## src/rtl/alu_issue_stage.sv

```systemverilog
// Operand-fetch / issue / write-back stage around an external combinational 4-bit ALU.
// Optional feature: define ALU_ISSUE_FWD_EN to forward alu_r on hazards instead of stalling.
module alu_issue_stage (
    input  logic       clk,
    input  logic       rst_n,
    input  logic       in_valid,
    output logic       in_ready,
    input  logic [3:0] in_op,
    input  logic [1:0] in_rs,
    input  logic [1:0] in_rt,
    input  logic [1:0] in_rd,
    input  logic       in_imm_sel,
    input  logic [3:0] in_imm,
    output logic [3:0] alu_op,
    output logic [3:0] alu_a,
    output logic [3:0] alu_b,
    input  logic [3:0] alu_r,
    input  logic       alu_z,
    input  logic       alu_o,
    output logic       wb_valid,
    output logic [1:0] wb_rd,
    output logic [3:0] wb_data,
    output logic       wb_zero,
    output logic       ovf_flag,
    input  logic       ovf_clr
);

    logic [3:0] rf_q [4];
    logic [3:0] rf_d [4];

    logic [3:0] alu_op_q, alu_op_d;
    logic [3:0] alu_a_q,  alu_a_d;
    logic [3:0] alu_b_q,  alu_b_d;
    logic [1:0] e_rd_q,   e_rd_d;
    logic       e_valid_q, e_valid_d;

    logic       wb_valid_q, wb_valid_d;
    logic [1:0] wb_rd_q,    wb_rd_d;
    logic [3:0] wb_data_q,  wb_data_d;
    logic       wb_zero_q,  wb_zero_d;
    logic       ovf_flag_q, ovf_flag_d;

    logic [3:0] rs_val, rt_val, op_a, op_b;
    logic       e_writes, hazard_a, hazard_b, accept;

    // Issue: register-file read, hazard detection and E-stage load
    always_comb begin
        rs_val   = (in_rs == 2'd0) ? 4'd0 : rf_q[in_rs];
        rt_val   = (in_rt == 2'd0) ? 4'd0 : rf_q[in_rt];
        e_writes = e_valid_q && (e_rd_q != 2'd0);
        hazard_a = e_writes && (in_rs == e_rd_q);
        hazard_b = e_writes && !in_imm_sel && (in_rt == e_rd_q);
`ifdef ALU_ISSUE_FWD_EN
        op_a     = hazard_a ? alu_r : rs_val;
        op_b     = in_imm_sel ? in_imm : (hazard_b ? alu_r : rt_val);
        in_ready = 1'b1;
`else
        // The register file only sees the write-back after this edge, so a dependent read waits a cycle.
        op_a     = rs_val;
        op_b     = in_imm_sel ? in_imm : rt_val;
        in_ready = !(hazard_a || hazard_b);
`endif
        accept   = in_valid && in_ready;

        alu_op_d  = alu_op_q;
        alu_a_d   = alu_a_q;
        alu_b_d   = alu_b_q;
        e_rd_d    = e_rd_q;
        e_valid_d = accept;
        if (accept) begin
            alu_op_d = in_op;
            alu_a_d  = op_a;
            alu_b_d  = op_b;
            e_rd_d   = in_rd;
        end
    end

    // Write-back: capture ALU outputs, update register file and sticky overflow
    always_comb begin
        for (int i = 0; i < 4; i++) rf_d[i] = rf_q[i];
        wb_valid_d = e_valid_q;
        wb_rd_d    = wb_rd_q;
        wb_data_d  = wb_data_q;
        wb_zero_d  = wb_zero_q;
        ovf_flag_d = ovf_clr ? 1'b0 : ovf_flag_q;
        if (e_valid_q) begin
            if (e_rd_q != 2'd0) rf_d[e_rd_q] = alu_r;
            wb_rd_d   = e_rd_q;
            wb_data_d = alu_r;
            wb_zero_d = alu_z;
            if (alu_o) ovf_flag_d = 1'b1;
        end
    end

    always_ff @(posedge clk or negedge rst_n) begin
        if (!rst_n) begin
            for (int i = 0; i < 4; i++) rf_q[i] <= 4'd0;
            alu_op_q   <= 4'd0;
            alu_a_q    <= 4'd0;
            alu_b_q    <= 4'd0;
            e_rd_q     <= 2'd0;
            e_valid_q  <= 1'b0;
            wb_valid_q <= 1'b0;
            wb_rd_q    <= 2'd0;
            wb_data_q  <= 4'd0;
            wb_zero_q  <= 1'b0;
            ovf_flag_q <= 1'b0;
        end else begin
            for (int i = 0; i < 4; i++) rf_q[i] <= rf_d[i];
            alu_op_q   <= alu_op_d;
            alu_a_q    <= alu_a_d;
            alu_b_q    <= alu_b_d;
            e_rd_q     <= e_rd_d;
            e_valid_q  <= e_valid_d;
            wb_valid_q <= wb_valid_d;
            wb_rd_q    <= wb_rd_d;
            wb_data_q  <= wb_data_d;
            wb_zero_q  <= wb_zero_d;
            ovf_flag_q <= ovf_flag_d;
        end
    end

    assign alu_op   = alu_op_q;
    assign alu_a    = alu_a_q;
    assign alu_b    = alu_b_q;
    assign wb_valid = wb_valid_q;
    assign wb_rd    = wb_rd_q;
    assign wb_data  = wb_data_q;
    assign wb_zero  = wb_zero_q;
    assign ovf_flag = ovf_flag_q;

endmodule

```

## config.mk

```make
export PLATFORM = sky130hd
export DESIGN_NAME = alu_issue_stage
export DESIGN_NICKNAME = d
export VERILOG_FILES = /design/src/rtl/alu_issue_stage.sv
export SDC_FILE = /design/constraint.sdc
export NUM_CORES = 1
export LEC_CHECK = 0
export BUFFER_PORTS_ARGS = -buffer_cell sky130_fd_sc_hd__buf_2
export CORE_ASPECT_RATIO = 0.5
export CORE_MARGIN = 3
export CORE_UTILIZATION = 50
export DETAILED_ROUTE_END_ITERATION = 8
export MAX_ROUTING_LAYER = met4
export PLACE_DENSITY = 0.74
export SETUP_SLACK_MARGIN = 0.15
export SLEW_MARGIN = 15
export SYNTH_ARGS = -nofsm -noshare
export SYNTH_HDL_FRONTEND = slang
export SYNTH_SLANG_ARGS = --single-unit
```

## constraint.sdc

```tcl
create_clock -name clk -period 2.05 [get_ports clk]
set_input_delay 0 -clock clk [delete_from_list [all_inputs] [get_ports clk]]
set_output_delay 0 -clock clk [all_outputs]
set_load 0.02 [all_outputs]
```

==> flow_summary.ini, run 1 <==
[synth]
synth_cells = 121
synth-xor-area-share_pct = 1.036
syn-cell-area_um2 = 1692
synth_seq_cells = 36
yosys.area.top_type = dfrtp_1
yosysWarnings = 0
synthAdderAreaFrac_pct = 0
synth.area.top_cells = dfrtp_1 (53%), mux2_2 (19%), mux2_4 (8.0%), a22oi_1 (2.2%), mux2_1 (2.0%)
synth_fp_nets = 146
synthMuxAreaShare_pct = 29.29
synth_cell_types = 25
synth_top_family_by_area = multiplexers
synth_top_area_share_pct = 53.25
syn_area_per_cell_um2 = 13.98
synth_compound_area_share_pct = 6.065
ys_seq_area_share_pct = 53.25
synthSimpleGateAreaFrac_pct = 6.731

[clocking]
cts_inserted_buffers = 5
cts_htree_levels = 2
cts_tree = built
path_clk_slew_ns = 0.07
clock_latency_ns = 0.28
post_cts_buffers = 0
clockBufferDepth = 2
clock_sinks = 36
cts_root_buffer = clkbuf_8

[floorplanning]
die-height_um = 47.13
core_region_area_um2 = 3118
fp.dieW_um = 88.26
io_pins = 47
start_util_pct = 54.25
rows = 14
die_area_um2 = 4160

[setup_path]
cp_slowest_stage_delay_ns = 0.46
cp_slowest_cell = dfrtp_1
critical_path_class = reg -> reg
required_ns = 2.22
endpoint_kind = flop
crit_arrival_ns = 1.91
worstSetupStartpointType = flop
critPathMaxFanout = 9
crit_chain = and2b_1 -> a32oi_1 -> and3_1 -> buf_4 -> mux2_4

[sta]
rsz0062_at_grt = false
finClkSkew_ns = 0.0009996
worst_slew_pin_slew_ns = 0.7910
setup_tns_ns = 0
finalCritPeriodShare_pct = 84.93
slew_headroom_pct = 47.27
hold_viol_final = 0
fin_crit_ns = 1.741
setup_viol = 0
hold_slack_ns = 0.009315
slew_violations = 0
fmax_ghz = 0.5744

[placement]
port-buffer-count = 46
finalWeightedCongestion = 0.7580
placed_cells = 203
hpwl_um = 2396
placed_area_um2 = 1937

[detailed_routing]
vias_per_cell = 5.170
drtIter0Drc = 53
avgRoutedWirePerCell_um = 15.52
drtAntennaViolNets = 0
drt-total-wl_um = 3477
drc = 0
drt_pass1_iterations = 6
via_count = 1158

[finish]
layout-drive-gt1-share_pct = 52.17
fin_cells = 224
fin_util_pct = 69.10
antenna_cells = 0
finalNetCount = 208
final_area_um2 = 2155
area_growth_pct = 27.37

[power]
peakVddDrop_mv = 0.4719
leakage_nw = 1.028
power_density_nw_per_um2 = 1116

[global_route]
overflow = 0
grtUsageTotal_pct = 19.13
grt_max_degree = 37
grt_pass1_wl_um = 5533
antenna_found_initial = 0
grt_pass1_vias = 1107

[job]
maxCapViolations = 0

[hold_path]
hold_path_class = in -> reg

[outcome]
outcome = finished, final reports clean
[per-layer routing]
metal | vias up | global-route usage (%) | wire, µm
met5 | - | - | 0
met4 | 0 | 6.325 | 31
met3 | 5 | 5.254 | 158
met2 | 32 | 29.42 | 1519
met1 | 559 | 24.89 | 1768
li1 | 562 | - | -
[worst paths after layout]
| kind | start | to | slack, ns | cells past startpoint |
|---|---|---|---|---|
| worst max-delay path | e_rd_q[0] | alu_b[0] | 0.31 | 5 |
| worst min-delay path | alu_r[1] | wb_data[1] | 0.009 | 2 |
| worst max register to register | e_rd_q[0] | alu_b[0] | 0.31 | 5 |
| worst min register to register | alu_op[3] | alu_op[3] | 0.49 | 1 |
| max in group asynchronous | rst_n | wb_rd[1] | 1.21 | 2 |
| min in group asynchronous | rst_n | alu_op[1] | 0.34 | 2 |
[stage by stage]
step	total power, W	setup WS (ns)
finish	0.002404	0.3089
global route	0.002549	0.1971
CTS	0.002421	0.3027
detailed placement	0.001901	0.3107
global placement	0.001873	0.3912
floorplan	0.001651	0.3608
[critical path: cells and delay by family (launching register included)]
| family | cells | cell delay (ns) |
|---|---|---|
| DFF | 1 | 0.46 |
| and+or+nand+nor | 2 | 0.43 |
| muxes | 1 | 0.31 |
| AOI/OAI and AO/OA | 1 | 0.22 |
| buffers and inverters | 1 | 0.21 |
[Yosys cell counts, drive strengths merged]
cell     n
buf      7
inv      1
nand3b   1
and4b    1
nand2    8
xnor2    2
dfrtp   36
and3     2
a22oi    5
mux2    41
and4bb   1
a22o     3
a32oi    1
and2     1
nand3    1
nor2b    2
and2b    2
o21ai    6
[logic make-up (layout without fill, tap and decap cells)]
logic type,after synthesis,count (layout)
AO/OA/AOI/OAI,15,15
buffers and inverters,8,71
AND/OR/NAND/NOR,19,19
XOR/XNOR,2,2
multiplexers,41,41
flip-flops,36,36
[cell usage in the layout (no fill, tap or decap), drive strengths merged]
cell type	count
dlygate4sd3	13
dfrtp	36
mux2	41
and4b	1
nand3	1
a22o	3
and3	2
buf	49
nor2b	2
and4bb	1
xnor2	2
o21ai	6
clkinv	3
a22oi	5
nand3b	1
clkbuf	5
and2	1
inv	1
and2b	2
nand2	8
a32oi	1
[cell type report]
cell class                      count  area, µm²
Inverter                            1      3.754
Tap cell                           40      50.05
Clock buffer                        5      68.82
Sequential cell                    36      900.9
Clock inverter                      3      18.77
Timing Repair Buffer               62      382.9
Multi-Input combinational cell     77      729.5
Fill cell                         234      963.4
[state kept, by name, indices dropped and copies added (netlist names)]
signal and flops:
alu_a 4, alu_b 4, alu_op 4, e_rd_q 2
e_valid_q 1, ovf_flag 1, rf_q 12, wb_data 4
wb_rd 2, wb_valid 1, wb_zero 1
[power breakdown]
| part | internal, W | switching (W) | total (W) |
|---|---|---|---|
| Clock | 0.000237 | 0.000257 | 0.000494 |
| Combinational | 0.000438 | 0.000361 | 0.000799 |
| Sequential | 0.000941 | 0.000170 | 0.00111 |
| Total | 0.00162 | 0.000789 | 0.00240 |
[timing repair]
action / CTS / global route
gates resized for setup: 0 / 0
hold endpoints to repair: 56 / 0
hold buffers: 13 / 0
setup endpoints to repair: 0 / 0
Note: power is estimated with default switching activity, not from simulation.
==> run 2, diff against run 1 <==
- ABC_AREA: default -> 1
- PLACE_DENSITY: 0.74 -> 0.73
- clock period: 2.05 -> 1.81 ns (I/O delays scaled with it)
==> flow_summary.ini, run 2 <==
[clocking]
clock_sinks = 40
cts_root_buffer = clkbuf_8
clockBufferDepth = 2
clock_latency_ns = 0.29
post_cts_buffers = 0
cts_tree = built
path_clk_slew_ns = 0.07
cts_inserted_buffers = 5
cts_htree_levels = 2

[detailed_routing]
drtAntennaViolNets = 0
drt-total-wl_um = 4315
drtIter0Drc = 113
vias_per_cell = 5.037
drt_pass1_iterations = 5
via_count = 1632
drc = 0
avgRoutedWirePerCell_um = 13.32

[sta]
finClkSkew_ns = 0.007456
rsz0062_at_grt = false
worst_slew_pin_slew_ns = 0.5793
fmax_ghz = 0.6655
slew_headroom_pct = 61.38
setup_tns_ns = 0
finalCritPeriodShare_pct = 83.01
setup_viol = 0
fin_crit_ns = 1.503
slew_violations = 0
hold_viol_final = 0

[synth]
syn_area_per_cell_um2 = 8.275
synth_seq_cells = 40
synth-edff-count = 0
synthTopCellsByCount = nand2_1 (81), dfrtp_1 (40), nand3_1 (22)
synthArstFlopShare_pct = 100.0
yosys.area.top_type = dfrtp_1
synth_cells = 220
yosysWarnings = 0
syn-cell-area_um2 = 1820
ys_seq_area_share_pct = 54.98
synth_fp_nets = 245
synth_cell_types = 16
synth.most_common_cell = nand2_1
synth.area.top_cells = dfrtp_1 (55%), nand2_1 (17%), nand3_1 (6.0%), a21oi_1 (5.2%), o21ai_0 (4.1%)
yosys_most_used_dff = dfrtp_1
synth_top_area_share_pct = 54.98

[setup_path]
critical_path.most_common_cell = nand2_1
critical_path_class = reg -> reg
required_ns = 1.99
cp_slowest_stage_delay_ns = 0.44
path_delay_family = simple AND/OR/NAND/NOR gates
worst-path-buf-inv = 0
crit_chain = nand2_1 -> nand2_1 -> nand3_2 -> nand3_2 -> nand2_1 -> nand2_1
critPathMaxFanout = 15
cp_slowest_cell = dfrtp_1
crit_arrival_ns = 1.68
worstSetupStartpointType = flop
endpoint_kind = flop

[finish]
finalNetCount = 300
layout-drive-gt1-share_pct = 23.19
top_register = rf_q
final_area_um2 = 2271
antenna_cells = 0
area_growth_pct = 24.74
mostFrequentLayoutCell = nand2_1
final_cell_mix = nand2_1 (80), buf_2 (46), dfrtp_1 (39)
largest_reg_flops = 16

[floorplanning]
fp.dieW_um = 91.34
die_area_um2 = 4445
rows = 14
die-height_um = 48.67
core_region_area_um2 = 3241
io_pins = 47
start_util_pct = 56.18

[global_route]
grt_pass1_vias = 1490
antenna_found_initial = 0
overflow = 0
grt_max_degree = 27
grt_pass1_wl_um = 7341
grtUsageTotal_pct = 21.49

[power]
power_w = 0.002768
leakage_nw = 1.207
power_density_nw_per_um2 = 1219
peakVddDrop_mv = 0.5452

[placement]
finalWeightedCongestion = 0.8332
placed_area_um2 = 2074
port-buffer-count = 46
hpwl_um = 3089

[outcome]
outcome = finished, final reports clean

[hold_path]
hold_path_class = in -> reg

[job]
maxCapViolations = 0
==> run 2: path summary, 6_finish.rpt <==
| check | slack (ns) | start | to | depth (start not counted) |
|---|---|---|---|---|
| worst max-delay path | 0.31 | e_rd_q[0] | alu_a[3] | 6 |
| worst min-delay path | 0.01 | alu_r[2] | wb_data[2] | 3 |
| worst max register to register | 0.31 | e_rd_q[0] | alu_a[3] | 6 |
| worst min register to register | 0.39 | rf_q[15] | rf_q[15] | 0 |
| max in group asynchronous | 1.02 | rst_n | e_rd_q[1] | 3 |
| min in group asynchronous | 0.24 | rst_n | rf_q[12] | 2 |
==> run 2: final cells by class <==
class	instances	area, µm²
Inverter	15	56.30
Clock inverter	2	10.01
Fill cell	259	969.7
Timing Repair Buffer	59	352.8
Clock buffer	6	82.58
Multi-Input combinational cell	154	706.9
Sequential cell	40	1002
Tap cell	48	60.06
==> run 2: through the flow <==
step	hold slack, ns	worst slack (ns)	cells	util, %
2_1_floorplan	-0.2956	0.4693	220	-
3_3_place_gp	0.01606	0.4193	306	64.02
3_5_place_dp	0.03184	0.3242	306	64.02
4_1_cts	0.006582	0.2093	324	69.96
5_1_grt	0.02849	0.1638	324	70.08
6_report	0.01177	0.3075	324	70.08
==> run 2: worst reg2reg max path: cells and delay by family, from the launching register on <==
family / cells / cell delay, ns
and+or+nand+nor: 6 / 0.97
DFF: 1 / 0.44
==> run 2: metal layers <==
metal	GRT usage [%]	wire (µm)
met5	-	0
met2	28.26	1798
met3	6.037	294
met4	7.500	24
met1	31.50	2198
==> run 2: kinds of logic after synthesis <==
group           after synthesis  synth area share, %
simple gates                116                27.29
compound gates               34                9.347
mux                           1               0.6185
buf+inv                      26                6.322
flops                        40                54.98
xor+xnor                      3                1.444
==> run 2: repair_timing <==
item	CTS	global route
gates resized for setup	0	2
hold endpoints to repair	32	0
hold buffers	10	0
setup endpoints to repair	0	3
==> run 2: where the power goes <==
part	internal, W	switching, W	total, W
logic	0.000311	0.000518	0.000828
registers	0.00114	0.000194	0.00134
clock network	0.000304	0.000297	0.000601
total	0.00176	0.00101	0.00277
